===== config.mk =====
export PLATFORM = sky130hd
export DESIGN_NAME = pulse_stretcher_mc
export DESIGN_NICKNAME = d
export VERILOG_FILES = /design/src/rtl/pulse_stretcher_mc.sv
export SDC_FILE = /design/constraint.sdc
export NUM_CORES = 1
export LEC_CHECK = 0
export CORE_ASPECT_RATIO = 1.75
export CORE_MARGIN = 3
export CORE_UTILIZATION = 47
export DETAILED_ROUTE_END_ITERATION = 7
export PLACE_DENSITY = 0.69
export SLEW_MARGIN = 20
export SYNTH_ARGS = -nofsm -noshare
export SYNTH_HDL_FRONTEND = slang
export SYNTH_SLANG_ARGS = --single-unit

===== constraint.sdc =====
create_clock -name clk -period 2 [get_ports clk]
set_input_delay 0.4 -clock clk [delete_from_list [all_inputs] [get_ports clk]]
set_output_delay 0.4 -clock clk [all_outputs]
set_load 0.01 [all_outputs]

===== src/rtl/pulse_stretcher_mc.sv =====
// pulse_stretcher_mc: multi-channel runtime-configurable pulse stretcher with hold-off and missed-trigger flags
//   clk            : single clock, rising edge
//   rst_n          : synchronous active-low reset
//   i_pulse_in     : per-channel trigger inputs
//   i_stretch_len  : output pulse length in cycles (0 disables triggering)
//   i_holdoff_len  : dead time after a pulse before re-arm (0 = none)
//   i_retrig_en    : trigger while stretching reloads the length
//   i_edge_mode    : 1 = rising-edge trigger, 0 = level trigger
//   i_clr_missed   : clears all sticky missed flags
//   o_pulse_out    : stretched pulses (registered)
//   o_busy         : channel not idle (registered)
//   o_missed       : sticky dropped-trigger flags (registered)
module pulse_stretcher_mc #(
    parameter int NUM_CH = 4,
    parameter int CNT_W  = 8
) (
    input  logic              clk,
    input  logic              rst_n,
    input  logic [NUM_CH-1:0] i_pulse_in,
    input  logic [CNT_W-1:0]  i_stretch_len,
    input  logic [CNT_W-1:0]  i_holdoff_len,
    input  logic              i_retrig_en,
    input  logic              i_edge_mode,
    input  logic              i_clr_missed,
    output logic [NUM_CH-1:0] o_pulse_out,
    output logic [NUM_CH-1:0] o_busy,
    output logic [NUM_CH-1:0] o_missed
);
    typedef enum logic [1:0] {IDLE, STRETCH, HOLDOFF} state_t;
    logic [NUM_CH-1:0] r_pulse_in_d;
    logic [NUM_CH-1:0] w_trig;
    logic [CNT_W-1:0]  w_stretch_ld;
    logic [CNT_W-1:0]  w_holdoff_ld;
    assign w_trig = i_edge_mode ? (i_pulse_in & ~r_pulse_in_d) : i_pulse_in;
    // saturating load values so a zero length never wraps the counter
    assign w_stretch_ld = (i_stretch_len == '0) ? '0 : i_stretch_len - CNT_W'(1);
    assign w_holdoff_ld = (i_holdoff_len == '0) ? '0 : i_holdoff_len - CNT_W'(1);
    always_ff @(posedge clk) begin
        if (!rst_n) r_pulse_in_d <= '0;
        else r_pulse_in_d <= i_pulse_in;
    end
    for (genvar g = 0; g < NUM_CH; g++) begin : g_ch
        state_t           r_state;
        state_t           w_state_nx;
        logic [CNT_W-1:0] r_cnt;
        logic [CNT_W-1:0] w_cnt_nx;
        logic             w_miss_set;
        logic             r_pulse;
        logic             r_busy;
        logic             r_missed;
        always_comb begin
            w_state_nx = r_state;
            w_cnt_nx   = r_cnt;
            w_miss_set = 1'b0;
            case (r_state)
                IDLE: begin
                    if (w_trig[g] && i_stretch_len != '0) begin
                        w_state_nx = STRETCH;
                        w_cnt_nx   = w_stretch_ld;
                    end
                end
                STRETCH: begin
                    // reload takes priority over expiry; a non-retrig trigger only flags and keeps counting
                    if (w_trig[g] && i_retrig_en) begin
                        w_cnt_nx = w_stretch_ld;
                    end else begin
                        w_miss_set = w_trig[g];
                        if (r_cnt == '0) begin
                            w_state_nx = (i_holdoff_len == '0) ? IDLE : HOLDOFF;
                            w_cnt_nx   = w_holdoff_ld;
                        end else begin
                            w_cnt_nx = r_cnt - CNT_W'(1);
                        end
                    end
                end
                HOLDOFF: begin
                    w_miss_set = w_trig[g];
                    if (r_cnt == '0) w_state_nx = IDLE;
                    else w_cnt_nx = r_cnt - CNT_W'(1);
                end
                default: w_state_nx = IDLE;
            endcase
        end
        // outputs registered from next state so they coincide with the state register
        always_ff @(posedge clk) begin
            if (!rst_n) begin
                r_state  <= IDLE;
                r_cnt    <= '0;
                r_pulse  <= 1'b0;
                r_busy   <= 1'b0;
                r_missed <= 1'b0;
            end else begin
                r_state  <= w_state_nx;
                r_cnt    <= w_cnt_nx;
                r_pulse  <= (w_state_nx == STRETCH);
                r_busy   <= (w_state_nx != IDLE);
                r_missed <= w_miss_set | (r_missed & ~i_clr_missed);
            end
        end
        assign o_pulse_out[g] = r_pulse;
        assign o_busy[g]      = r_busy;
        assign o_missed[g]    = r_missed;
    end
endmodule


# == Word level (Yosys, flattened, before mapping) ==
# Index checks and enable logic that the tools add are counted.
# word_totals
ff_bits,56
latchBits,0
ram_bits,0
rom_bits,0
inputBits,25
out_inout_bits,12
word_cells,141
n_memories,0
# op_classes
n_addsub,6
n_mul,0
n_div,0
magnitude_cmp,0
n_eq_ne,20
n_shift,0
n_mux,52
n_bitwise,11
reduce_logical,31
# ops
operator,n
two-way mux 8 bit,18
one-hot mux 8 bit (3 select lines),4
logical NOT 8 bit,6
"subtractor 8 x 1 -> 8 bit, second input constant",6
two-way mux 2 bit,17
one-hot mux 2 bit (3 select lines),4
"== test 2 x 1 -> 1 bit, second input constant",8
"!= test 2 bit, second input constant",8
AND reduction 3 bit,4
nonzero test 3 bit,4
"== test 2 bit, second input constant",4
logical AND 1 bit,8
logical NOT 2 bit,4
one-hot mux 1 bit (2 select lines),4
nonzero test 2 bit,4
nonzero test 8 bit,1
AND 1 bit,4
AND 4 bit,1
two-way mux 1 bit,4
two-way mux 4 bit,1
inverter 4 bit,1
bitwise OR 1 bit,4
inverter 1 bit,1

# == Logic depth before layout (Yosys ltp) ==
# depth
ltp_word,7
depth_mapped,9
ltp_nobuf,8

# == Worst setup path before layout ==
# OpenSTA, ideal clock, no wires.
# synth_path
path_kind,input to register
startpoint,input i_stretch_len[0]
endpoint,register g_ch[3].r_cnt[3]
setup_ns,0.078
arrival_ns,2.028
t_required_ns,1.922
setup_slack_ns,-0.105
path_stages,9
path_buffers,1
cell_sequence,inv_1 > ha_1 > or4b_4 > o32ai_2 > a211oi_1 > clkbuf_1 > nand2_1 > o22ai_1 > nor3_1
# synth_between
elab_chain_cells,4
elab_cells_between_ends,10
classes_between,add/sub: 1; eq/ne: 1; mux: 4; reduce/logical: 4
# synth_lines
element,line,rtl
from (decl),20,"input logic [CNT_W-1:0] i_stretch_len,"
"subtractor 8 x 1 -> 8 bit, or another cell as far along",36,assign w_stretch_ld = (i_stretch_len == '0) ? '0 : i_stretch_len - CNT_W'(1);
two-way mux 8 bit / logical AND 1 bit (equally long branches),"36, 57",
"two-way mux 8 bit, or another cell as far along",64,if (w_trig[g] && i_retrig_en) begin
one-hot mux 8 bit (3 select lines) / AND reduction 3 bit (equally long branches),n/a,
to (signal assigned),94,r_cnt <= w_cnt_nx;
to (decl),45,logic [CNT_W-1:0] r_cnt;
# Several ways; a longest one is shown, not always the timed one. The select of a mux whose other input is x is not followed.
# A chain may end at the register's enable or synchronous reset.

# == Worst setup path after layout ==
# layout_path
startpoint,register g_ch[1].r_cnt[0]
endpoint,register g_ch[1].r_cnt[7]
# layout_between
elab_chain_cells,4
elab_cells_between_ends,8
classes_between,add/sub: 1; eq/ne: 1; mux: 4; reduce/logical: 2
# layout_lines
element,line,rtl
from (decl),45,
from (signal assigned),94,
subtractor 8 x 1 -> 8 bit / logical NOT 8 bit (equally long branches),n/a,
two-way mux 8 bit,68,if (r_cnt == '0) begin
two-way mux 8 bit,64,
one-hot mux 8 bit (3 select lines),55,case (r_state)
# Several ways; a longest one is shown, not always the timed one. The select of a mux whose other input is x is not followed.

==> metrics.md <==
| Metric | Value |
|---|---|
| Status | `complete, but fails checks` |
| Failing checks | `negative setup slack` |
| Worst rel slew slack | `a little over three fifths` |
| Worst vdd ir | `between 0.5 and 0.6 mV` |
| Die width | `between 80 and 90 um` |
| Worst setup SP type | `register` |
| Std cell rows | `48` |
| Fin area | `~7500 um^2` |
| Clk pin slew, worst setup/hold paths | `0.08 ns` |
| Sequence of cells on the critical path | `inv_2, ha_4, or4b_4, or2_4, buf_6, o211ai_1, o2111a_1, o32ai_1` |
| Antenna fix cells | `0` |
| Syn_nets | `690` |
| WL final | `~19 mm` |
| Met1 usage | `a little over a third` |
| Clock Skew | `around 0.008 ns` |
| Final setup fails | `6` |
| Max Cap Violations | `0` |
| Via-to-Cell Ratio | `6.243` |
| Layout area overhead | `56.14%` |
| Nets@finish | `890` |
| Hold Crit Class | `in -> reg` |
| H-tree depth | `2` |
| Crit Path Class | `reg -> reg` |
| Setup ws final | `-0.05737 ns` |
| TNS Setup | `-0.1783 ns` |
| Slew @ Worst Pin | `0.5523 ns` |
| Tcrit/Tclk final | `102.9%` |
| Total global routing overflow | `0` |
| RSZ-0062 raised after global routing | `yes` |
| Post-synthesis area per instance | `around 7.5 um^2` |
| Fin. Hold Viols | `0` |
| Vias in the first global route | `slightly below 6000` |
| Via Count | `roughly 6000` |
| Number of DRC markers after the initial detailed-route iteration | `564` |
| Initial antenna violation count | `0` |
| Most frequent cells in the layout | `177 x buf_4, 53 x dfxtp_1, 45 x o21ai_0` |
| Tmin final | `2.057 ns` |
| Leakage power | `3.141 nW` |
| Placed cell area | `6465 um^2` |
| Fin. max-slew vios | `0` |
| DRT antenna net count | `0` |
| DIE AREA | `between 10000 and 15000 um^2` |
| DRC Markers | `0` |
| Worst setup EP type | `register` |
| Total track usage | `32.61%` |
| Yosys cell types | `between 80 and 90` |
| Total I/O pin count | `37` |
| R2r setup slk | `-0.06 ns` |
| Hold_buf cts | `0` |
| Cell Area, Synth | `~4800 um^2` |
| Synthesized netlist cell count | `around 640` |
| First-pass GRT wire length | `29.19 mm` |
| Hold Path End | `r_pulse_in_d[0]$_SDFF_PN0_` |
| Final GP Congestion | `0.9765` |
| Multi-input logic area | `a little under 4000 um^2` |
| Commonest non-fill, non-tap cell in the layout | `buf_4` |
| Hold depth | `2` |
| Crit path largest cell delay | `0.47 ns` |
| M2 GR Usage | `55.54%` |
| P per Cell Area | `~810 nW/um^2` |
| Starting Density | `a little under 50%` |
| Yosys warns | `0` |
| DR pass1 iterations | `5` |
| Post-synth ARST share | `0%` |
| Worst Reg-to-Reg Cells | `8` |
| Hold path startpoint | `i_pulse_in[0]` |
| Busiest grt layer | `met2` |
| CTS tree | `done` |
| Fmax | `between 0.4 and 0.5 GHz` |
| Pin count of the biggest net entering global routing | `32` |
| Worst reg2reg startpoint | `g_ch[1].r_cnt[0]$_SDFFE_PN0P_` |
| Final Power | `6.048 mW` |
| Cts bufs inserted | `5` |
| Filler Cells Inserted | `~760` |
| EDFF count, synth | `0` |
| GRT met3 Usage | `~4.5%` |
| Seq/Total Area, Yosys | `between 20% and 30%` |
| CP max FO | `5` |
| Most used DFF post-synth | `dfxtp_1` |
| DR WL/cell | `around 20 um` |
| Flip-flop and latch area | `about 1100 um^2` |
| DP HPWL | `between 10 and 15 mm` |
| CP arrival | `2.25 ns` |
| Clock Sinks | `56` |
| Required @ worst endpoint | `between 2 and 2.5 ns` |
| Reg-to-reg endpoint | `g_ch[1].r_cnt[7]$_SDFFE_PN0P_` |
| Flops & latches, synth | `56` |
| Worst-Skew Late Latency | `roughly 0.30 ns` |
| Die height | `139.4 um` |
| Placed Cells | `928` |
| Port Buf Inserts | `36` |
| Core ar. | `roughly 9900 um^2` |
| Clk root buf | `clkbuf_16` |
| Dpl ws | `-0.9143 ns` |
| CTS max path bufs | `2` |
| Slowest-stage cell, CP | `or4b_4` |
| Layout cells sized above 1 | `about two fifths` |
| Non-filler cells, final | `about 960` |
worst max-delay path, delay by kind of cell (launching register included):
family | cells | cell delay (ns)
fa+ha+maj | 1 | 0.13
flops | 1 | 0.33
simple gates | 2 | 0.77
compound gates | 3 | 0.51
buf+inv | 2 | 0.20
where the power goes:
part	internal, mW	total (mW)	switching, mW
Sequential	1.29	1.42	0.131
Combinational	1.69	3.60	1.91
Clock	0.591	1.02	0.429
kinds of logic (layout without fill, tap and decap cells):
group	count (synthesis)	count (layout)	share of synthesized area [%]
flip-flops	56	56	23.47
buffers and inverters	80	280	7.335
multiplexers	7	7	1.624
AO/OA/AOI/OAI	210	211	29.81
adder cells (fa/ha/maj)	29	29	7.598
AND/OR/NAND/NOR	231	231	25.94
XOR/XNOR	23	23	4.218
routing by layer:
| metal | share of wire [%] | wire [um] |
|---|---|---|
| met3 | 6.1 | 1172 |
| met5 | 0 | 0 |
| met4 | 7.5 | 1440 |
| met1 | 36 | 6913 |
| met2 | 51 | 9772 |
through the flow:
| step | util, % | hold WS, ns |
|---|---|---|
| 2_1_floorplan | - | 0.4512 |
| 3_3_place_gp | 65.24 | 0.4798 |
| 3_5_place_dp | 65.24 | 0.4821 |
| 4_1_cts | 71.63 | 0.4421 |
| 5_1_grt | 75.25 | 0.3804 |
| 6_report | 75.25 | 0.3541 |
worst max path at each step:
stage          slack, ns                          start  cells after the start                             to
6_report           -0.06  g_ch[1].r_cnt[0]$_SDFFE_PN0P_                      8  g_ch[1].r_cnt[7]$_SDFFE_PN0P_
5_1_grt            -0.13  g_ch[1].r_state[1]$_SDFF_PN0_                      9  g_ch[1].r_cnt[6]$_SDFFE_PN0P_
4_1_cts            -0.06  g_ch[2].r_state[1]$_SDFF_PN0_                      8  g_ch[2].r_cnt[1]$_SDFFE_PN0P_
3_5_place_dp       -0.91               i_stretch_len[1]                      9  g_ch[3].r_cnt[3]$_SDFFE_PN0P_
3_3_place_gp       -0.91               i_stretch_len[1]                      9  g_ch[3].r_cnt[3]$_SDFFE_PN0P_
2_1_floorplan     -0.004               i_stretch_len[5]                      6  g_ch[3].r_cnt[6]$_SDFFE_PN0P_
registers in the layout, summed over array words and instances, names as in the netlist:
| register | flops |
|---|---|
| g_ch.r_missed | 4 |
| g_ch.r_state | 8 |
| g_ch.r_pulse | 4 |
| g_ch.r_cnt | 32 |
| g_ch.r_busy | 4 |
| r_pulse_in_d | 4 |
synth_stat cells, types with 4 or more instances:
master / instances / share of area [%]
inv_1: 37 / 2.9
o221ai_1: 6 / 1.1
nand3_1: 24 / 2.5
nand2_1: 51 / 4.0
o31ai_1: 6 / 0.94
a31oi_1: 10 / 1.3
nor3b_1: 7 / 1.1
xor2_1: 6 / 1.1
a21o_1: 4 / 0.63
o22ai_1: 4 / 0.52
a211oi_1: 10 / 1.6
dfxtp_1: 56 / 23
o21ai_0: 58 / 6.1
nor3_1: 24 / 2.5
ha_1: 29 / 7.6
or4_1: 4 / 0.63
buf_4: 12 / 1.9
xnor2_1: 17 / 3.1
nor4_1: 4 / 0.52
a32oi_1: 4 / 0.73
and2_1: 12 / 1.6
o211ai_1: 7 / 1.1
clkbuf_1: 25 / 2.0
and3_1: 11 / 1.4
nor2_1: 48 / 3.8
nand2b_1: 12 / 1.6
a21oi_1: 46 / 4.8
mux2i_1: 4 / 0.84
o32ai_1: 6 / 1.1
timing repair:
item | 4_1_cts | 5_1_grt
buffers inserted | 17 | 10
endpoints found under the setup margin | 45 | 44
cloned | 1 | 0
pin swaps | 42 | 45
gates resized for setup | 112 | 96
final cells by class:
| cell class | count | area share, % |
|---|---|---|
| clock buffers | 6 | 1.728 |
| multi-input cells | 501 | 52.63 |
| well taps | 125 | 2.097 |
| repair buffers | 234 | 25.94 |
| inverters | 38 | 2.047 |
| clock inverters | 2 | 0.4698 |
| flip-flops and latches | 56 | 15.08 |
Note: power is estimated with default switching activity, not from simulation.
